`config.mk`:
```
export PLATFORM = sky130hd
export DESIGN_NAME = fir_share_arbiter
export DESIGN_NICKNAME = d
export VERILOG_FILES = /design/src/rtl/fir_share_arbiter.sv
export SDC_FILE = /design/constraint.sdc
export NUM_CORES = 1
export LEC_CHECK = 0
export CAP_MARGIN = 25
export CORE_AREA = 2 2 102 104
export CTS_CLUSTER_SIZE = 25
export DETAILED_ROUTE_END_ITERATION = 10
export DIE_AREA = 0 0 104 106
export PLACE_DENSITY_LB_ADDON = 0.3
export SLEW_MARGIN = 20
export SYNTH_ARGS = -nofsm -noshare
export SYNTH_HDL_FRONTEND = slang
export SYNTH_SLANG_ARGS = --single-unit
```
`constraint.sdc`:
```
create_clock -name s00_axis_aclk -period 2.73 [get_ports s00_axis_aclk]
set_input_delay 0.546 -clock s00_axis_aclk [delete_from_list [all_inputs] [get_ports s00_axis_aclk]]
set_output_delay 0.546 -clock s00_axis_aclk [all_outputs]
set_load 0.02 [all_outputs]
```
`src/rtl/fir_share_arbiter.sv`:
```
// Packet-granular round-robin sharing of one AXI-Stream filter between NUM_CH sources.
// Returned filter packets are steered back to their source port by an in-order tag FIFO.
module fir_share_arbiter #(
    parameter int NUM_CH     = 4,
    parameter int DATA_WIDTH = 32,
    parameter int TAG_DEPTH  = 4
) (
    input  logic                         s00_axis_aclk,
    input  logic                         s00_axis_aresetn,
    input  logic [NUM_CH-1:0]            s_axis_tvalid,
    input  logic [NUM_CH-1:0]            s_axis_tlast,
    input  logic [NUM_CH*DATA_WIDTH-1:0] s_axis_tdata,
    output logic [NUM_CH-1:0]            s_axis_tready,
    output logic                         f_axis_tvalid,
    output logic                         f_axis_tlast,
    output logic [DATA_WIDTH-1:0]        f_axis_tdata,
    input  logic                         f_axis_tready,
    input  logic                         r_axis_tvalid,
    input  logic                         r_axis_tlast,
    input  logic [DATA_WIDTH-1:0]        r_axis_tdata,
    output logic                         r_axis_tready,
    output logic [NUM_CH-1:0]            m_axis_tvalid,
    output logic [NUM_CH-1:0]            m_axis_tlast,
    output logic [DATA_WIDTH-1:0]        m_axis_tdata,
    input  logic [NUM_CH-1:0]            m_axis_tready,
    output logic                         busy,
    output logic [$clog2(NUM_CH)-1:0]    cur_ch,
    output logic                         err_orphan
);
    localparam int CH_W  = $clog2(NUM_CH);
    localparam int PTR_W = $clog2(TAG_DEPTH);
    localparam logic [CH_W:0]  NUM_CH_W = (CH_W+1)'(NUM_CH);
    localparam logic [PTR_W:0] DEPTH_W  = (PTR_W+1)'(TAG_DEPTH);

    typedef enum logic {ST_IDLE, ST_STREAM} state_t;

    state_t           state_q, state_d;
    logic [CH_W-1:0]  rr_ptr_q, rr_ptr_d;
    logic [CH_W-1:0]  cur_ch_q, cur_ch_d;
    logic [PTR_W-1:0] wr_ptr_q, wr_ptr_d;
    logic [PTR_W-1:0] rd_ptr_q, rd_ptr_d;
    logic [PTR_W:0]   count_q, count_d;
    logic             err_orphan_q, err_orphan_d;
    logic [CH_W-1:0]  tag_mem [TAG_DEPTH];

    logic [DATA_WIDTH-1:0] s_data_arr [NUM_CH];
    logic [2*NUM_CH-1:0]   req_dbl;
    logic [NUM_CH-1:0]     req_rot;
    logic [CH_W-1:0]       sel_off, sel;
    logic [CH_W:0]         sel_sum;
    logic                  sel_valid;
    logic                  tag_full, tag_empty;
    logic [CH_W-1:0]       head_tag;
    logic                  push, pop, f_last_beat, r_beat;

    assign tag_full  = (count_q == DEPTH_W);
    assign tag_empty = (count_q == '0);
    assign head_tag  = tag_mem[rd_ptr_q];

    // Rotate requests so bit 0 is rr_ptr, take the lowest set bit, then rotate the index back.
    always_comb begin
        req_dbl   = {s_axis_tvalid, s_axis_tvalid} >> rr_ptr_q;
        req_rot   = req_dbl[NUM_CH-1:0];
        sel_off   = '0;
        sel_valid = 1'b0;
        for (int i = 0; i < NUM_CH; i++) begin
            if (!sel_valid && req_rot[i]) begin
                sel_valid = 1'b1;
                sel_off   = CH_W'(i);
            end
        end
        sel_sum = {1'b0, rr_ptr_q} + {1'b0, sel_off};
        if (sel_sum >= NUM_CH_W) begin
            sel_sum = sel_sum - NUM_CH_W;
        end
        sel = sel_sum[CH_W-1:0];
    end

    for (genvar gi = 0; gi < NUM_CH; gi++) begin : g_ch
        assign s_data_arr[gi]    = s_axis_tdata[gi*DATA_WIDTH +: DATA_WIDTH];
        assign s_axis_tready[gi] = (state_q == ST_STREAM) && (cur_ch_q == CH_W'(gi)) && f_axis_tready;
        assign m_axis_tvalid[gi] = !tag_empty && (head_tag == CH_W'(gi)) && r_axis_tvalid;
        assign m_axis_tlast[gi]  = !tag_empty && (head_tag == CH_W'(gi)) && r_axis_tlast;
    end

    always_ff @(posedge s00_axis_aclk or negedge s00_axis_aresetn) begin
        if (!s00_axis_aresetn) begin
            state_q <= ST_IDLE;
        end else begin
            state_q <= state_d;
        end
    end

    always_comb begin
        state_d = state_q;
        case (state_q)
            ST_IDLE:   if (sel_valid && !tag_full) state_d = ST_STREAM;
            ST_STREAM: if (f_last_beat) state_d = ST_IDLE;
            default:   state_d = ST_IDLE;
        endcase
    end

    always_comb begin
        f_axis_tvalid = 1'b0;
        f_axis_tlast  = 1'b0;
        f_axis_tdata  = s_data_arr[cur_ch_q];
        if (state_q == ST_STREAM) begin
            f_axis_tvalid = s_axis_tvalid[cur_ch_q];
            f_axis_tlast  = s_axis_tlast[cur_ch_q];
        end
    end

    assign f_last_beat = f_axis_tvalid && f_axis_tready && f_axis_tlast;
    assign push        = (state_q == ST_IDLE) && sel_valid && !tag_full;

    // With no packet outstanding the return path sinks everything; held low while in reset.
    assign r_axis_tready = s00_axis_aresetn && (tag_empty ? 1'b1 : m_axis_tready[head_tag]);
    assign r_beat        = r_axis_tvalid && r_axis_tready;
    assign pop           = r_beat && r_axis_tlast && !tag_empty;
    assign m_axis_tdata  = r_axis_tdata;

    always_comb begin
        cur_ch_d     = push ? sel : cur_ch_q;
        rr_ptr_d     = rr_ptr_q;
        if (f_last_beat) begin
            rr_ptr_d = (cur_ch_q == CH_W'(NUM_CH-1)) ? '0 : cur_ch_q + 1'b1;
        end
        wr_ptr_d     = push ? wr_ptr_q + 1'b1 : wr_ptr_q;
        rd_ptr_d     = pop ? rd_ptr_q + 1'b1 : rd_ptr_q;
        count_d      = count_q;
        case ({push, pop})
            2'b10:   count_d = count_q + 1'b1;
            2'b01:   count_d = count_q - 1'b1;
            default: count_d = count_q;
        endcase
        err_orphan_d = err_orphan_q || (r_beat && tag_empty);
    end

    always_ff @(posedge s00_axis_aclk or negedge s00_axis_aresetn) begin
        if (!s00_axis_aresetn) begin
            rr_ptr_q     <= '0;
            cur_ch_q     <= '0;
            wr_ptr_q     <= '0;
            rd_ptr_q     <= '0;
            count_q      <= '0;
            err_orphan_q <= 1'b0;
        end else begin
            rr_ptr_q     <= rr_ptr_d;
            cur_ch_q     <= cur_ch_d;
            wr_ptr_q     <= wr_ptr_d;
            rd_ptr_q     <= rd_ptr_d;
            count_q      <= count_d;
            err_orphan_q <= err_orphan_d;
        end
    end

    // Tag storage needs no reset: entries are only read while count_q marks them valid.
    always_ff @(posedge s00_axis_aclk) begin
        if (push) begin
            tag_mem[wr_ptr_q] <= sel;
        end
    end

    assign busy       = (state_q == ST_STREAM);
    assign cur_ch     = cur_ch_q;
    assign err_orphan = err_orphan_q;

endmodule

```
==> summary.txt, run 1 <==
status: completed
Max FO, Critical Path: 5
FF/Latch Area: 568 um2
first-pass GRT wire length: 14.2 mm
Syn. warnings: 0
# DRC: 0
dpl ws: -40.1 ps
clk slew on worst S/H paths: 70 ps
Max Cap Violations: 0
Setup CP Type: register to primary output
Fmax: 0.380 GHz
WL/cell: 18.6 um
Power Density: 851 mW/mm2
Num CTS Buffers: 3
Netlist cell types: 41
LEAKAGE: 0.00167 uW
mux share of post-synthesis cell area: 0.363
cell-internal power: 2150 uW
Yosys reg bits: 21
syn nets: 399
Mapped Cells: 211
commonest non-fill, non-tap cell in the layout: clkdlybuf4s50_1
worst hold path class: register to register
Post-synth EDFFs: 8
flop-to-flop setup slack: 140 ps
Final Wtd Congestion: 0.752
Hold Startpoint: err_orphan
sequential area share after synthesis: 0.235
Top Ports: 260
H-tree depth: 1
vias per inst: 4.63
crit-path max cell delay: 540 ps
Multi-input gate area: 0.00152 mm2
fin crit period: 2630 ps
Die X: 104 um
final worst setup slack: 98.4 ps
Final Max Slew Viols: 0
placed instance count: 508
standard-cell row count: 37
Setup TNS: 0 ps
DRT antenna net count: 0
root cell of the clock tree: clkbuf_8
Sink Count: 21
slew margin rel.: 0.756
Reg-to-Reg End: count_q[2]
Critical Path, Cell by Cell: mux4_2 -> buf_4 -> or2_2 -> nor2_1 -> dlygate4sd2_1
core area: 0.0100 mm2
Adder-Cell Fraction of Synth Area: 0.0602
CTS tree: done
worst skew pair latency: 260 ps
vias in the first global route: 2,575
Final Util: 0.442
Worst-Margin Slew: 363 ps
routed vias: 2,382
clk_skew: 7.99 ps
largest net degree at the start of global routing: 29
Die Area: 0.0110 mm2
worst hold slack: 490 ps
Post-Synth XOR/XNOR Area: 0.0254
worst vdd rail ir drop: 315 uV
P_sw: 1600 uW
layout cells sized above 1: 0.178
most frequent cells in the layout: clkdlybuf4s50_1, mux4_2, nand2_1
Port Buffer Count: 195
GR Overflow Total: 0
final setup vio count: 0
Comb pwr share: 0.766
Final #Nets: 566
Worst path top cell family by delay: multiplexers
Synth Flop Type: dfrtp_1
Initial Util: 0.241
mapped cell area: 0.00241 mm2
ys async rst share: 0.619
Buf/Inv on CP: 2
total wire length: 9.57 mm
post-synthesis simple-gate area fraction: 0.121
die height: 106 um
worst path required time: 2180 ps
R2R cell count: 10
worst hold path cell count: 1
hold endpoint: err_orphan
placed wire-length estimate: 8.41 mm
initial antenna violation count: 1
FF-to-FF Start: rd_ptr_q[0]
Clock power frac: 0.055
non-filler instance count after layout: 514
fin crit share: 0.964
Seq pwr share: 0.180
Filler cells: 972
Crit. End Element: primary output
crit path launch type: register
CTS max path bufs: 2
Switching Fraction: 0.427
CTS Hold Bufs: 0
Data arrival, critical path: 2090 ps
final hold violations: 0
Detailed Routing Iterations Pass 1: 4
area delta synth->final: 83.2%
slowest CP cell: mux4_2
Compound-Gate Fraction of Synth Area: 0.0535
Tot GR Track Use: 0.168
initial drt markers: 57
main combinational cell family by area after synthesis: multiplexers
syn avg cell area: 11.4 um2
-- worst max path at each step --
| stage | cells after the start | end | startpoint | slack, ps |
|---|---|---|---|---|
| 5_1_grt | 10 | count_q[2] | rd_ptr_q[0] | -10 |
| 3_5_place_dp | 4 | f_axis_tlast | s_axis_tlast[3] | -40 |
| 3_3_place_gp | 4 | f_axis_tlast | s_axis_tlast[3] | -40 |
| 6_report | 5 | m_axis_tlast[0] | rd_ptr_q[0] | 100 |
| 2_1_floorplan | 11 | count_q[2] | rd_ptr_q[0] | 130 |
| 4_1_cts | 10 | count_q[2] | rd_ptr_q[0] | 30 |
-- routing by layer --
layer	routed length, um	track usage	share of wire	up-vias
li1	-	-	-	1095
met1	3400	0.179	0.36	1142
met2	5110	0.306	0.53	133
met3	895	0.0674	0.094	12
met4	160	0.0454	0.017	0
met5	0	0	0	-
-- cell usage after synthesis (all sizes together), types with 4 or more instances --
master	count	share of area
dfrtp	13	0.13
and3	8	0.023
clkbuf	9	0.015
and2	7	0.018
nand2	14	0.022
o21ai	5	0.010
ha	10	0.052
buf	37	0.11
mux4	36	0.34
edfxtp	8	0.10
nor3	4	0.010
nor2	12	0.019
xor2	4	0.015
inv	10	0.016
-- kinds of logic after synthesis --
kind of cell / Yosys count
buffers and inverters: 56
and+or+nand+nor: 56
muxes: 42
DFF: 21
AOI/OAI and AO/OA: 18
adders and majority gates: 11
xor gates and xnor gates: 7
-- through the flow --
stage | instance area, um2 | total power, uW
finish | 4420 | 3760
global route | 4420 | 4030
detailed placement | 4340 | 3570
CTS | 4380 | 3760
global placement | 4340 | 3540
floorplan | 2410 | 2410
-- power groups by stage --
stage               clock network [uW]  logic (uW)  registers [uW]
global placement                     0        2860             679
finish                             206        2880             675
global route                       227        3100             702
floorplan                            0        1820             584
CTS                                214        2870             678
detailed placement                   0        2890             684
-- what timing repair did --
action / CTS / global route
gates resized for setup: 8 / 6
buffers inserted: 0 / 1
cloned: 0 / 0
endpoints found under the setup margin: 8 / 4
pin swaps: 0 / 4
-- final cells by class --
cell class | count | area share
clock inverter | 1 | 0.00170
antenna | 1 | 0.000567
clock buffer | 3 | 0.00935
timing repair buffer | 208 | 0.468
inverter | 10 | 0.00850
sequential | 21 | 0.129
multi-input combinational | 134 | 0.345
tap | 136 | 0.0385
-- state kept, by name, summed over array words and instances (netlist names) --
name        count
busy            1
tag_mem         8
cur_ch          2
rr_ptr_q        2
err_orphan      1
count_q         3
rd_ptr_q        2
wr_ptr_q        2
Note: power is estimated with default switching activity, not from simulation.
==> inputs of run 2 (changes only) <==
--- a/config.mk
+++ b/config.mk
@@ -5,11 +5,11 @@
 export SDC_FILE = /design/constraint.sdc
 export NUM_CORES = 1
 export LEC_CHECK = 0
-export CAP_MARGIN = 25
-export CORE_AREA = 2 2 102 104
-export CTS_CLUSTER_SIZE = 25
+export CAP_MARGIN = 20
+export CORE_AREA = 2 2 100 102
+export CTS_CLUSTER_SIZE = 28
 export DETAILED_ROUTE_END_ITERATION = 10
-export DIE_AREA = 0 0 104 106
+export DIE_AREA = 0 0 102 104
 export PLACE_DENSITY_LB_ADDON = 0.3
 export SLEW_MARGIN = 20
 export SYNTH_ARGS = -nofsm -noshare
==> run 2 against run 1 <==
  * Setup slack lost 0.70 ps
  * Register-to-register slack gained 20 ps
  * Clock-buffer cell count is the same
  * Clock skew shrank 4.1 ps
  * Final cell count grew 1.2%
  * Non-clock buffer count grew 9
  * Wire length shrank 4.7%
  * Largest power group unchanged
==> summary.txt, run 2 (synthesized netlist as in run 1, its figures left out) <==
most frequent cells in the layout: clkdlybuf4s50_1, mux4_2, buf_4
placed wire-length estimate: 7.87 mm
layout cells sized above 1: 0.197
Max Cap Violations: 0
Worst-Margin Slew: 329 ps
fin crit share: 0.964
Top Ports: 260
Setup CP Type: register to primary output
non-filler instance count after layout: 520
Data arrival, critical path: 2090 ps
WL/cell: 17.5 um
final worst setup slack: 97.7 ps
routed vias: 2,413
worst skew pair latency: 260 ps
CTS tree: done
Final Max Slew Viols: 0
DRT antenna net count: 0
dpl ws: -75.1 ps
# DRC: 0
Max FO, Critical Path: 5
max reg flops: 8
largest register by flop count: tag_mem
Final Wtd Congestion: 0.870
Sink Count: 21
status: completed
Detailed Routing Iterations Pass 1: 4
initial drt markers: 62
worst vdd rail ir drop: 369 uV
crit path launch type: register
slew margin rel.: 0.779
Crit. End Element: primary output
commonest non-fill, non-tap cell in the layout: clkdlybuf4s50_1
first-pass GRT wire length: 13.8 mm
root cell of the clock tree: clkbuf_8
Fmax: 0.380 GHz
core area: 0.00955 mm2
Die Area: 0.0106 mm2
H-tree depth: 1
Setup TNS: 0 ps
clk_skew: 3.92 ps
placed instance count: 511
initial antenna violation count: 1
largest net degree at the start of global routing: 26
worst path required time: 2180 ps
die height: 104 um
Initial Util: 0.252
area delta synth->final: 85.2%
Tot GR Track Use: 0.170
fin crit period: 2630 ps
Num CTS Buffers: 3
total wire length: 9.12 mm
LEAKAGE: 0.00171 uW
vias in the first global route: 2,645
Final #Nets: 575
final setup vio count: 0
CTS max path bufs: 2
final hold violations: 0
Die X: 102 um
standard-cell row count: 36
worst hold path class: register to register
GR Overflow Total: 0
Top Registers: tag_mem: 8 flops, count_q: 3 flops
Port Buffer Count: 195
clk slew on worst S/H paths: 80 ps
vias per inst: 4.64
Power Density: 848 mW/mm2
-- run 2: cell count changes in the layout (fill, tap and decap cells not counted), sizes merged --
cell / change
clkbuf: +1
buf: +8
-- run 2: worst max-delay path, stage by stage, from the launching register on --
cell,delay [ps]
dfrtp_1,410
mux4_2,550
buf_4,170
or2_2,280
nor2_1,90
dlygate4sd2_1,330
-- run 2: final cells by class --
| class | count | area (um2) |
|---|---|---|
| Antenna cell | 1 | 2.50 |
| Clock buffer | 3 | 41.3 |
| Clock inverter | 1 | 7.51 |
| Fill cell | 919 | 5080 |
| Inverter | 10 | 37.5 |
| Multi-Input combinational cell | 134 | 1520 |
| Sequential cell | 21 | 568 |
| Tap cell | 133 | 166 |
| Timing Repair Buffer | 217 | 2120 |
-- run 2: final timing paths --
kind	start	to	slack (ps)	depth (start not counted)
setup / recovery	rd_ptr_q[0]	m_axis_tvalid[0]	100	5
hold / removal	err_orphan	err_orphan	470	1
setup reg to reg	rd_ptr_q[0]	count_q[2]	160	10
hold reg to reg	err_orphan	err_orphan	470	1
max in group asynchronous	s00_axis_aresetn	cur_ch[0]	1850	2
min in group asynchronous	s00_axis_aresetn	err_orphan	690	2
-- run 2: per-stage QoR --
step                      hold WS, ps  utilization  instance area, um2  power [uW]
final                             474        0.468                4470        3780
after global routing              488        0.467                4460        4080
after CTS                         474        0.464                4430        3780
after detailed placement          455        0.458                4370        3570
after global placement            450        0.458                4370        3560
after floorplan                   250            -                2410        2410
-- run 2: what timing repair did --
item | 4_1_cts | 5_1_grt
endpoints found under the setup margin | 28 | 5
endpoints found under the hold margin | 0 | 0
pin swaps | 0 | 4
hold buffers | 0 | 0
resized for setup | 9 | 8
buffers inserted | 3 | 1
-- run 2: where the power goes --
part           switching, uW  internal, uW  total [uW]  leakage [uW]
sequential               158           489         648      0.000224
clock                   99.4           103         202     0.0000217
combinational           1340          1600        2930       0.00147
-- run 2: metal layers --
| layer | global-route usage | routed length, um | vias up |
|---|---|---|---|
| met5 | 0 | 0 | - |
| met3 | 0.0733 | 963 | 16 |
| li1 | - | - | 1116 |
| met2 | 0.303 | 4820 | 127 |
| met1 | 0.182 | 3140 | 1154 |
| met4 | 0.0438 | 197 | 0 |
